[config.mk]
export PLATFORM = sky130hd
export DESIGN_NAME = frame_check_flat
export DESIGN_NICKNAME = d
export VERILOG_FILES = /design/src/rtl/uart_rx_pkg.sv /design/src/rtl/frame_check_if.sv /design/src/rtl/sat_counter.sv /design/src/rtl/frame_check.sv /design/src/flat_wrapper.sv
export SDC_FILE = /design/constraint.sdc
export NUM_CORES = 1
export LEC_CHECK = 0
export ABC_AREA = 1
export CAP_MARGIN = 15
export CORE_UTILIZATION = 56
export CTS_BUF_LIST = sky130_fd_sc_hd__clkbuf_4 sky130_fd_sc_hd__clkbuf_8 sky130_fd_sc_hd__clkbuf_16
export CTS_CLUSTER_DIAMETER = 60
export DETAILED_ROUTE_END_ITERATION = 16
export GPL_TIMING_DRIVEN = 0
export PLACE_DENSITY_LB_ADDON = 0.1
export SKIP_CTS_REPAIR_TIMING = 1
export SYNTH_ARGS = -nofsm -noshare
export SYNTH_HDL_FRONTEND = slang
export SYNTH_SLANG_ARGS = --single-unit
[constraint.sdc]
create_clock -name CLK -period 1.95 [get_ports CLK]
set_input_delay 0.39 -clock CLK [delete_from_list [all_inputs] [get_ports CLK]]
set_output_delay 0.39 -clock CLK [all_outputs]
set_load 0.1 [all_outputs]
[src/rtl/uart_rx_pkg.sv]
// Shared definitions for the UART RX frame checker.
//   - frame FSM state encoding
//   - parity type encodings
//   - bit-counter width helper
package uart_rx_pkg;

    typedef enum logic [2:0] {
        ST_IDLE   = 3'd0,
        ST_DATA   = 3'd1,
        ST_PARITY = 3'd2,
        ST_STOP   = 3'd3,
        ST_REPORT = 3'd4
    } frame_state_e;

    localparam logic PAR_EVEN = 1'b0;
    localparam logic PAR_ODD  = 1'b1;

    // Width of a counter that indexes data bits 0..dw-1.
    function automatic int bit_cnt_w(input int dw);
        return (dw > 1) ? $clog2(dw) : 1;
    endfunction

endpackage

[src/rtl/frame_check_if.sv]
// Bus between the RX sampler/FSM (master) and the frame checker (slave).
//   master drives: Frame_start, Smp_valid, Smp_bit, Par_en, Par_typ, Stop2,
//                  Flags_Done, Clr_cnt
//   slave drives:  Frame_done, Frame_ok, Par_err, Stp_err, Busy,
//                  Par_err_cnt, Stp_err_cnt
interface frame_check_if #(parameter int CNT_WIDTH = 8);
    logic                 Frame_start;
    logic                 Smp_valid;
    logic                 Smp_bit;
    logic                 Par_en;
    logic                 Par_typ;
    logic                 Stop2;
    logic                 Flags_Done;
    logic                 Clr_cnt;
    logic                 Frame_done;
    logic                 Frame_ok;
    logic                 Par_err;
    logic                 Stp_err;
    logic                 Busy;
    logic [CNT_WIDTH-1:0] Par_err_cnt;
    logic [CNT_WIDTH-1:0] Stp_err_cnt;

    modport master (
        output Frame_start, Smp_valid, Smp_bit, Par_en, Par_typ, Stop2,
               Flags_Done, Clr_cnt,
        input  Frame_done, Frame_ok, Par_err, Stp_err, Busy,
               Par_err_cnt, Stp_err_cnt
    );

    modport slave (
        input  Frame_start, Smp_valid, Smp_bit, Par_en, Par_typ, Stop2,
               Flags_Done, Clr_cnt,
        output Frame_done, Frame_ok, Par_err, Stp_err, Busy,
               Par_err_cnt, Stp_err_cnt
    );
endinterface

[src/rtl/sat_counter.sv]
// Saturating up-counter used for the per-type error counts.
//   CLK   in  clock
//   RST   in  asynchronous active-low reset
//   inc_i in  add one (ignored once at all-ones)
//   clr_i in  synchronous clear, wins over inc_i
//   cnt_o out current count
module sat_counter #(
    parameter int CNT_WIDTH = 8
) (
    input  logic                 CLK,
    input  logic                 RST,
    input  logic                 inc_i,
    input  logic                 clr_i,
    output logic [CNT_WIDTH-1:0] cnt_o
);

    logic [CNT_WIDTH-1:0] cnt_q, cnt_d;

    always_comb begin
        cnt_d = cnt_q;
        if (clr_i) begin
            cnt_d = '0;
        end else if (inc_i && (cnt_q != {CNT_WIDTH{1'b1}})) begin
            cnt_d = cnt_q + CNT_WIDTH'(1);
        end
    end

    always_ff @(posedge CLK or negedge RST) begin
        if (!RST) cnt_q <= '0;
        else      cnt_q <= cnt_d;
    end

    assign cnt_o = cnt_q;

endmodule

[src/rtl/frame_check.sv]
// UART RX frame checker. Walks one frame (data, optional parity, one or two
// stop bits) after a validated start bit, issues a one-cycle verdict, keeps
// sticky parity/stop error flags and saturating error counters.
//   CLK  in  system clock
//   RST  in  asynchronous active-low reset
//   bus  slave side of frame_check_if (sample stream, config, flag/counter
//        control in; verdict, flags, busy and counters out)
module frame_check
    import uart_rx_pkg::*;
#(
    parameter int DATA_WIDTH = 8,
    parameter int CNT_WIDTH  = 8
) (
    input  logic          CLK,
    input  logic          RST,
    frame_check_if.slave  bus
);

    localparam int              BCW      = bit_cnt_w(DATA_WIDTH);
    localparam logic [BCW-1:0]  LAST_BIT = BCW'(DATA_WIDTH - 1);

    frame_state_e   state_q, state_d;
    logic [BCW-1:0] bitcnt_q, bitcnt_d;
    logic           acc_q, acc_d;
    logic           perr_q, perr_d;        // verdict of the frame in progress
    logic           serr_q, serr_d;
    logic           stop_idx_q, stop_idx_d;
    logic           par_en_q, par_en_d;
    logic           par_typ_q, par_typ_d;
    logic           stop2_q, stop2_d;
    logic           par_err_q, par_err_d;  // sticky flags seen by the FSM
    logic           stp_err_q, stp_err_d;
    logic           report;

    always_comb begin
        state_d    = state_q;
        bitcnt_d   = bitcnt_q;
        acc_d      = acc_q;
        perr_d     = perr_q;
        serr_d     = serr_q;
        stop_idx_d = stop_idx_q;
        par_en_d   = par_en_q;
        par_typ_d  = par_typ_q;
        stop2_d    = stop2_q;
        par_err_d  = par_err_q;
        stp_err_d  = stp_err_q;

        if (bus.Flags_Done) begin
            par_err_d = 1'b0;
            stp_err_d = 1'b0;
        end

        // Frame_start restarts from any state and swallows a coincident sample.
        if (bus.Frame_start) begin
            state_d    = ST_DATA;
            bitcnt_d   = '0;
            acc_d      = 1'b0;
            perr_d     = 1'b0;
            serr_d     = 1'b0;
            stop_idx_d = 1'b0;
            par_en_d   = bus.Par_en;
            par_typ_d  = bus.Par_typ;
            stop2_d    = bus.Stop2;
            par_err_d  = 1'b0;
            stp_err_d  = 1'b0;
        end else begin
            case (state_q)
                ST_IDLE: ;
                ST_DATA: begin
                    if (bus.Smp_valid) begin
                        acc_d = acc_q ^ bus.Smp_bit;
                        if (bitcnt_q == LAST_BIT) begin
                            bitcnt_d = '0;
                            state_d  = par_en_q ? ST_PARITY : ST_STOP;
                        end else begin
                            bitcnt_d = bitcnt_q + BCW'(1);
                        end
                    end
                end
                ST_PARITY: begin
                    if (bus.Smp_valid) begin
                        perr_d  = acc_q ^ bus.Smp_bit ^ (par_typ_q == PAR_ODD);
                        state_d = ST_STOP;
                    end
                end
                ST_STOP: begin
                    if (bus.Smp_valid) begin
                        if (!bus.Smp_bit) serr_d = 1'b1;
                        if (stop2_q && !stop_idx_q) stop_idx_d = 1'b1;
                        else                        state_d    = ST_REPORT;
                    end
                end
                ST_REPORT: begin
                    // Loaded after the Flags_Done clear so a new verdict wins.
                    par_err_d = perr_q;
                    stp_err_d = serr_q;
                    state_d   = ST_IDLE;
                end
                default: state_d = ST_IDLE;
            endcase
        end
    end

    always_ff @(posedge CLK or negedge RST) begin
        if (!RST) begin
            state_q    <= ST_IDLE;
            bitcnt_q   <= '0;
            acc_q      <= 1'b0;
            perr_q     <= 1'b0;
            serr_q     <= 1'b0;
            stop_idx_q <= 1'b0;
            par_en_q   <= 1'b0;
            par_typ_q  <= 1'b0;
            stop2_q    <= 1'b0;
            par_err_q  <= 1'b0;
            stp_err_q  <= 1'b0;
        end else begin
            state_q    <= state_d;
            bitcnt_q   <= bitcnt_d;
            acc_q      <= acc_d;
            perr_q     <= perr_d;
            serr_q     <= serr_d;
            stop_idx_q <= stop_idx_d;
            par_en_q   <= par_en_d;
            par_typ_q  <= par_typ_d;
            stop2_q    <= stop2_d;
            par_err_q  <= par_err_d;
            stp_err_q  <= stp_err_d;
        end
    end

    assign report         = (state_q == ST_REPORT);
    assign bus.Frame_done = report;
    assign bus.Frame_ok   = report & ~(perr_q | serr_q);
    assign bus.Par_err    = par_err_q;
    assign bus.Stp_err    = stp_err_q;
    assign bus.Busy       = (state_q != ST_IDLE);

    sat_counter #(.CNT_WIDTH(CNT_WIDTH)) u_par_cnt (
        .CLK   (CLK),
        .RST   (RST),
        .inc_i (report & perr_q),
        .clr_i (bus.Clr_cnt),
        .cnt_o (bus.Par_err_cnt)
    );

    sat_counter #(.CNT_WIDTH(CNT_WIDTH)) u_stp_cnt (
        .CLK   (CLK),
        .RST   (RST),
        .inc_i (report & serr_q),
        .clr_i (bus.Clr_cnt),
        .cnt_o (bus.Stp_err_cnt)
    );

endmodule

[src/flat_wrapper.sv]
// flat-port wrapper written by rule: the top's interface ports become plain ports
module frame_check_flat import uart_rx_pkg::*;
#(
    parameter int DATA_WIDTH = 8,
    parameter int CNT_WIDTH  = 8
)
  (CLK, RST, bus_Frame_start, bus_Smp_valid, bus_Smp_bit, bus_Par_en, bus_Par_typ, bus_Stop2, bus_Flags_Done, bus_Clr_cnt, bus_Frame_done, bus_Frame_ok, bus_Par_err, bus_Stp_err, bus_Busy, bus_Par_err_cnt, bus_Stp_err_cnt);
  frame_check_if #(.CNT_WIDTH(CNT_WIDTH)) bus_i ();
  input  logic CLK;
  input  logic RST;
  input wire logic [$bits(bus_i.Frame_start)-1:0] bus_Frame_start;
  input wire logic [$bits(bus_i.Smp_valid)-1:0] bus_Smp_valid;
  input wire logic [$bits(bus_i.Smp_bit)-1:0] bus_Smp_bit;
  input wire logic [$bits(bus_i.Par_en)-1:0] bus_Par_en;
  input wire logic [$bits(bus_i.Par_typ)-1:0] bus_Par_typ;
  input wire logic [$bits(bus_i.Stop2)-1:0] bus_Stop2;
  input wire logic [$bits(bus_i.Flags_Done)-1:0] bus_Flags_Done;
  input wire logic [$bits(bus_i.Clr_cnt)-1:0] bus_Clr_cnt;
  output wire logic [$bits(bus_i.Frame_done)-1:0] bus_Frame_done;
  output wire logic [$bits(bus_i.Frame_ok)-1:0] bus_Frame_ok;
  output wire logic [$bits(bus_i.Par_err)-1:0] bus_Par_err;
  output wire logic [$bits(bus_i.Stp_err)-1:0] bus_Stp_err;
  output wire logic [$bits(bus_i.Busy)-1:0] bus_Busy;
  output wire logic [$bits(bus_i.Par_err_cnt)-1:0] bus_Par_err_cnt;
  output wire logic [$bits(bus_i.Stp_err_cnt)-1:0] bus_Stp_err_cnt;
  assign bus_i.Frame_start = bus_Frame_start;
  assign bus_i.Smp_valid = bus_Smp_valid;
  assign bus_i.Smp_bit = bus_Smp_bit;
  assign bus_i.Par_en = bus_Par_en;
  assign bus_i.Par_typ = bus_Par_typ;
  assign bus_i.Stop2 = bus_Stop2;
  assign bus_i.Flags_Done = bus_Flags_Done;
  assign bus_i.Clr_cnt = bus_Clr_cnt;
  assign bus_Frame_done = bus_i.Frame_done;
  assign bus_Frame_ok = bus_i.Frame_ok;
  assign bus_Par_err = bus_i.Par_err;
  assign bus_Stp_err = bus_i.Stp_err;
  assign bus_Busy = bus_i.Busy;
  assign bus_Par_err_cnt = bus_i.Par_err_cnt;
  assign bus_Stp_err_cnt = bus_i.Stp_err_cnt;
  frame_check #(.DATA_WIDTH(DATA_WIDTH), .CNT_WIDTH(CNT_WIDTH)) u_core (.CLK(CLK), .RST(RST), .bus(bus_i));
endmodule
## After elaboration in Yosys (flattened, before gate mapping)

Index checks and enable logic that the tools add are counted.

- Add/subtract/negate cells: 3
- Equal/unequal tests: 14
- Multiplexer cells: 35
- Bitwise operators: 7
- Reduce and logical (&&, ||, !) cells: 19

Operator list:

| cell | count |
|---|---|
| 8-bit 2-to-1 mux | 4 |
| 3-bit 2-to-1 mux | 10 |
| 1-bit 2-to-1 mux | 20 |
| 8-bit by 1-bit adder with 8-bit output (second input constant) | 2 |
| 8-bit inequality test (second input constant) | 2 |
| 2-bit nonzero test | 7 |
| 3-bit inequality test (second input constant) | 4 |
| 3-bit one-hot mux with 4 select lines | 1 |
| 3-bit by 2-bit == test with 1-bit output (second input constant) | 2 |
| 3-bit == test (second input constant) | 2 |
| 3-bit AND reduction | 2 |
| 6-bit AND reduction | 1 |
| 3-bit nonzero test | 2 |
| 2-bit inequality test (second input constant) | 2 |
| 2-bit AND reduction | 2 |
| 3-bit by 1-bit adder with 3-bit output (second input constant) | 1 |
| 1-bit bitwise AND | 3 |
| 3-bit by 1-bit == test with 1-bit output (second input constant) | 1 |
| 1-bit logical AND | 3 |
| 3-bit logical NOT | 1 |
| 3-bit by 2-bit inequality test with 1-bit output (second input constant) | 1 |
| 1-bit bitwise XOR | 2 |
| 1-bit logical NOT | 1 |
| 1-bit inverter | 1 |
| 1-bit OR | 1 |

- Register bits after elaboration: 31
- Input port bits: 10
- Output and inout port bits: 21

## Logic depth before layout (Yosys ltp)

- Depth in word-level cells: 6
- Mapped depth: 9
- Depth with buffers taken out: 9

## Modules after synthesis

A second synthesis with hierarchy kept.

- Cell total of the unflattened synthesis: 251
- Area, all modules: 1864.3 um^2

Modules (own cells, without submodules):

| module | instances | cells each | area an instance (um^2) | sequential area each (um^2) |
|---|---|---|---|---|
| sat_counter | 2 | 74 | 511.7 | 200.2 |
| frame_check | 1 | 103 | 840.8 | 375.4 |

## Worst setup path after synthesis

No wires, ideal clock.

- Kind: register to output
- From: register u_core.state_q[0]
- To: output port bus_Frame_ok
- Arrival time: 2.698 ns
- Required time: 1.560 ns
- Setup slack: -1.138 ns
- Stages on the path, launching flop included: 4
- Path buffers: 0
- Path through: dfrtp_1 nor2_4 nand2_4 nor3_1

- Word-level cells in the longest chain between the ends: 2

RTL lines:

| item | RTL line | source |
|---|---|---|
| start: declaration | frame_check.sv:22 | `frame_state_e state_q, state_d;` |
| start signal: assignment | frame_check.sv:118 | `state_q <= state_d;` |
| 3-bit == test | frame_check.sv:132 | `assign report = (state_q == ST_REPORT);` |
| 1-bit bitwise AND | frame_check.sv:134 | `assign bus.Frame_ok = report & ~(perr_q \| serr_q);` |
| end: declaration | flat_wrapper.sv:20 | `output wire logic [$bits(bus_i.Frame_ok)-1:0] bus_Frame_ok;` |

Every way passes these cells.

## Final worst setup path

- From: register u_core.u_stp_cnt.cnt_q[7], in the netlist u_core.u_stp_cnt.cnt_o[7]
- To: output port bus_Stp_err_cnt[7]

RTL lines:

| item | RTL line | source |
|---|---|---|
| start: declaration | sat_counter.sv:17 | `logic [CNT_WIDTH-1:0] cnt_q, cnt_d;` |
| start signal: assignment | sat_counter.sv:30 | `else cnt_q <= cnt_d;` |
| end: declaration | flat_wrapper.sv:25 | `output wire logic [$bits(bus_i.Stp_err_cnt)-1:0] bus_Stp_err_cnt;` |

No word-level cell between the ends.

==> results.yml <==
drt:
  vias: 1514
  ant_nets: 0
  dr.max_layer_used: "met4"
  routedWlPerCell_um: 11.7
  drt-total-wl_um: 3560
  wl_met2_um: 1710
  route.met3.wl_um: 150
  viasPerCell: 5.00
  drt_first_pass_iters: 4
  wl_met1_um: 1610
  drc: 0
  drt_iter0_markers: 65
floorplan:
  die_h_um: 58.2
  die_area_um2: 3390
  rows: 20
  io_pins: 31
  core_area_um2: 3030
  start_util: 0.585
  die_w_um: 58.2
timing:
  hold-worst-slack_ns: 0.432
  fin_crit_sh: 0.977
  drv_slew: 0
  fmax_mhz: 525
  setup_violations: 0
  rsz0062_at_grt: "no"
  finClkSkew_ns: 0.00805
  relSlewSlack: 0.352
  setup_ws_ns: 0.0456
  fin_crit_ns: 1.90
  worst_slew_pin_slew_ns: 0.970
  tns_ns: 0
  hold_viol_final: 0
placed_design:
  detailed_place.area_um2: 2170
  place_inst: 296
  portBuffers: 30
  place_ws_ns: -0.432
  post-dp-hpwl_um: 2580
  place.gp.congestion: 0.810
clocking:
  insertion_delay_ns: 0.33
  clkSinkCount: 31
  htreeDepth: 2
  clkTransAtPathRegs_ns: 0.10
  cts_root_buf: "clkbuf_4"
  cts.path.max_buffers: 2
  tritoncts: "done"
  cts_buffers: 5
setup_path:
  cp.arrival_ns: 1.51
  timing.critical_path.buf_inv: 1
  cpPeakStageDelay_ns: 0.76
  slowest_stage: "dlymetal6s2s_1"
  path_max_fanout: 5
  cp.required_ns: 1.56
  end_kind: "output pin"
  worstPathCellList: "dlymetal6s2s_1"
  start_kind: "flip-flop"
  cpLargestDelayFamily: "buffers and inverters"
  cp.depth: 1
  r2r_cells: 8
  critPathKind: "reg2out"
layout:
  final_cell_mix: "59 x nand2_1, 27 x dfrtp_1, 25 x nand3_1"
  seq_area_um2: 781
  post-route-util: 0.729
  drive_gt1_frac: 0.181
  n_fill_cell: 262
  final_common_cell: "nand2_1"
  layout.cells.non_filler: 303
  fin_area_um2: 2210
  multiInputGateArea_um2: 892
  n_antenna_cell: 0
  fin_nets: 273
  syn2layout_area_growth_pct: 24.7
flow_run:
  cap_violations: 0
synthesis:
  yosysSeqAreaShare: 0.438
  syn_inst: 221
  yosys.cell_types.count: 31
  synth_seq_cells: 31
  syn_area_um2: 1770
  yosysWarnings: 0
  syn_area_per_cell_um2: 8.01
  syn_nets: 235
grt:
  first_global_vias: 1409
  track_usage: 0.245
  grt_pass1_wl_um: 6170
  grt_max_degree: 21
  antenna_found_initial: 0
  gr-total-overflow: 0
hold_path:
  min_path_type: "in2async"
status:
  status: "finished clean"
power:
  vdd_ir_drop_max_mv: 0.498
  power_mw: 1.68
  power.density_nw_per_um2: 763
  p_leak_nw: 1.27
==> final timing paths <==
kind / startpoint / end / slack (ns)
max: u_core.u_stp_cnt.cnt_o[7] / bus_Stp_err_cnt[7] / 0.05
min: RST / u_core.u_par_cnt.cnt_o[2] / 0.43
max reg2reg: u_core.u_par_cnt.cnt_o[0] / u_core.u_par_cnt.cnt_o[1] / 0.50
min reg2reg: u_core.bitcnt_q[0] / u_core.bitcnt_q[0] / 0.49
max in group asynchronous: RST / u_core.u_stp_cnt.cnt_o[1] / 1.01
min in group CLK: u_core.bitcnt_q[0] / u_core.bitcnt_q[0] / 0.49
==> synth_stat cells, drive strengths merged <==
cell type	count	area, um2
nand2	66	275
dfrtp	31	776
nand3	28	155
nor2	26	149
inv	24	90.1
o21ai	14	73.8
xor2	6	52.6
a21oi	5	36.3
ha	4	50.1
nand4	3	18.8
nor3	3	15.0
buf	2	16.3
xnor2	2	17.5
a31oi	1	6.26
a32o	1	10.0
clkbuf	1	3.75
clkinv	1	3.75
nand3b	1	7.51
o21bai	1	7.51
or2	1	6.26
==> kinds of logic after synthesis <==
family	synth area share
simple gates	0.354
buf+inv	0.0643
compound gates	0.0756
flops	0.438
xor+xnor	0.0396
fa+ha+maj	0.0283
==> area by class of cell <==
class                   instances  area share
plain buffers                   3     0.00907
clock buffers                   6      0.0232
flip-flops and latches         31       0.354
clock inverters                 1     0.00227
multi-input cells             162       0.404
well taps                      44      0.0249
repair buffers                 31       0.140
inverters                      25      0.0425
==> power by group <==
group	total [mW]	leakage [nW]	switching [mW]	internal (mW)
clock	0.389	0.0341	0.222	0.167
combinational	0.524	0.823	0.364	0.160
sequential	0.771	0.412	0.0706	0.700
==> flip-flops by register name, summed over array words and instances, names as in the netlist <==
signal                  count
u_core.stop2_q              1
u_core.state_q              3
u_core.par_typ_q            1
u_core.u_par_cnt.cnt_o      8
u_core.u_stp_cnt.cnt_o      8
u_core.par_en_q             1
u_core.bitcnt_q             3
u_core.serr_q               1
u_core.perr_q               1
u_core.stop_idx_q           1
u_core.bus.Stp_err          1
u_core.acc_q                1
u_core.bus.Par_err          1
==> layer usage <==
metal | global-route usage | vias to the layer above
met2 | 0.407 | 38
met3 | 0.0491 | 8
met4 | 0.129 | 0
met1 | 0.301 | 685
met5 | 0 | -
li1 | - | 783
Power figures use the tool's default switching activity.
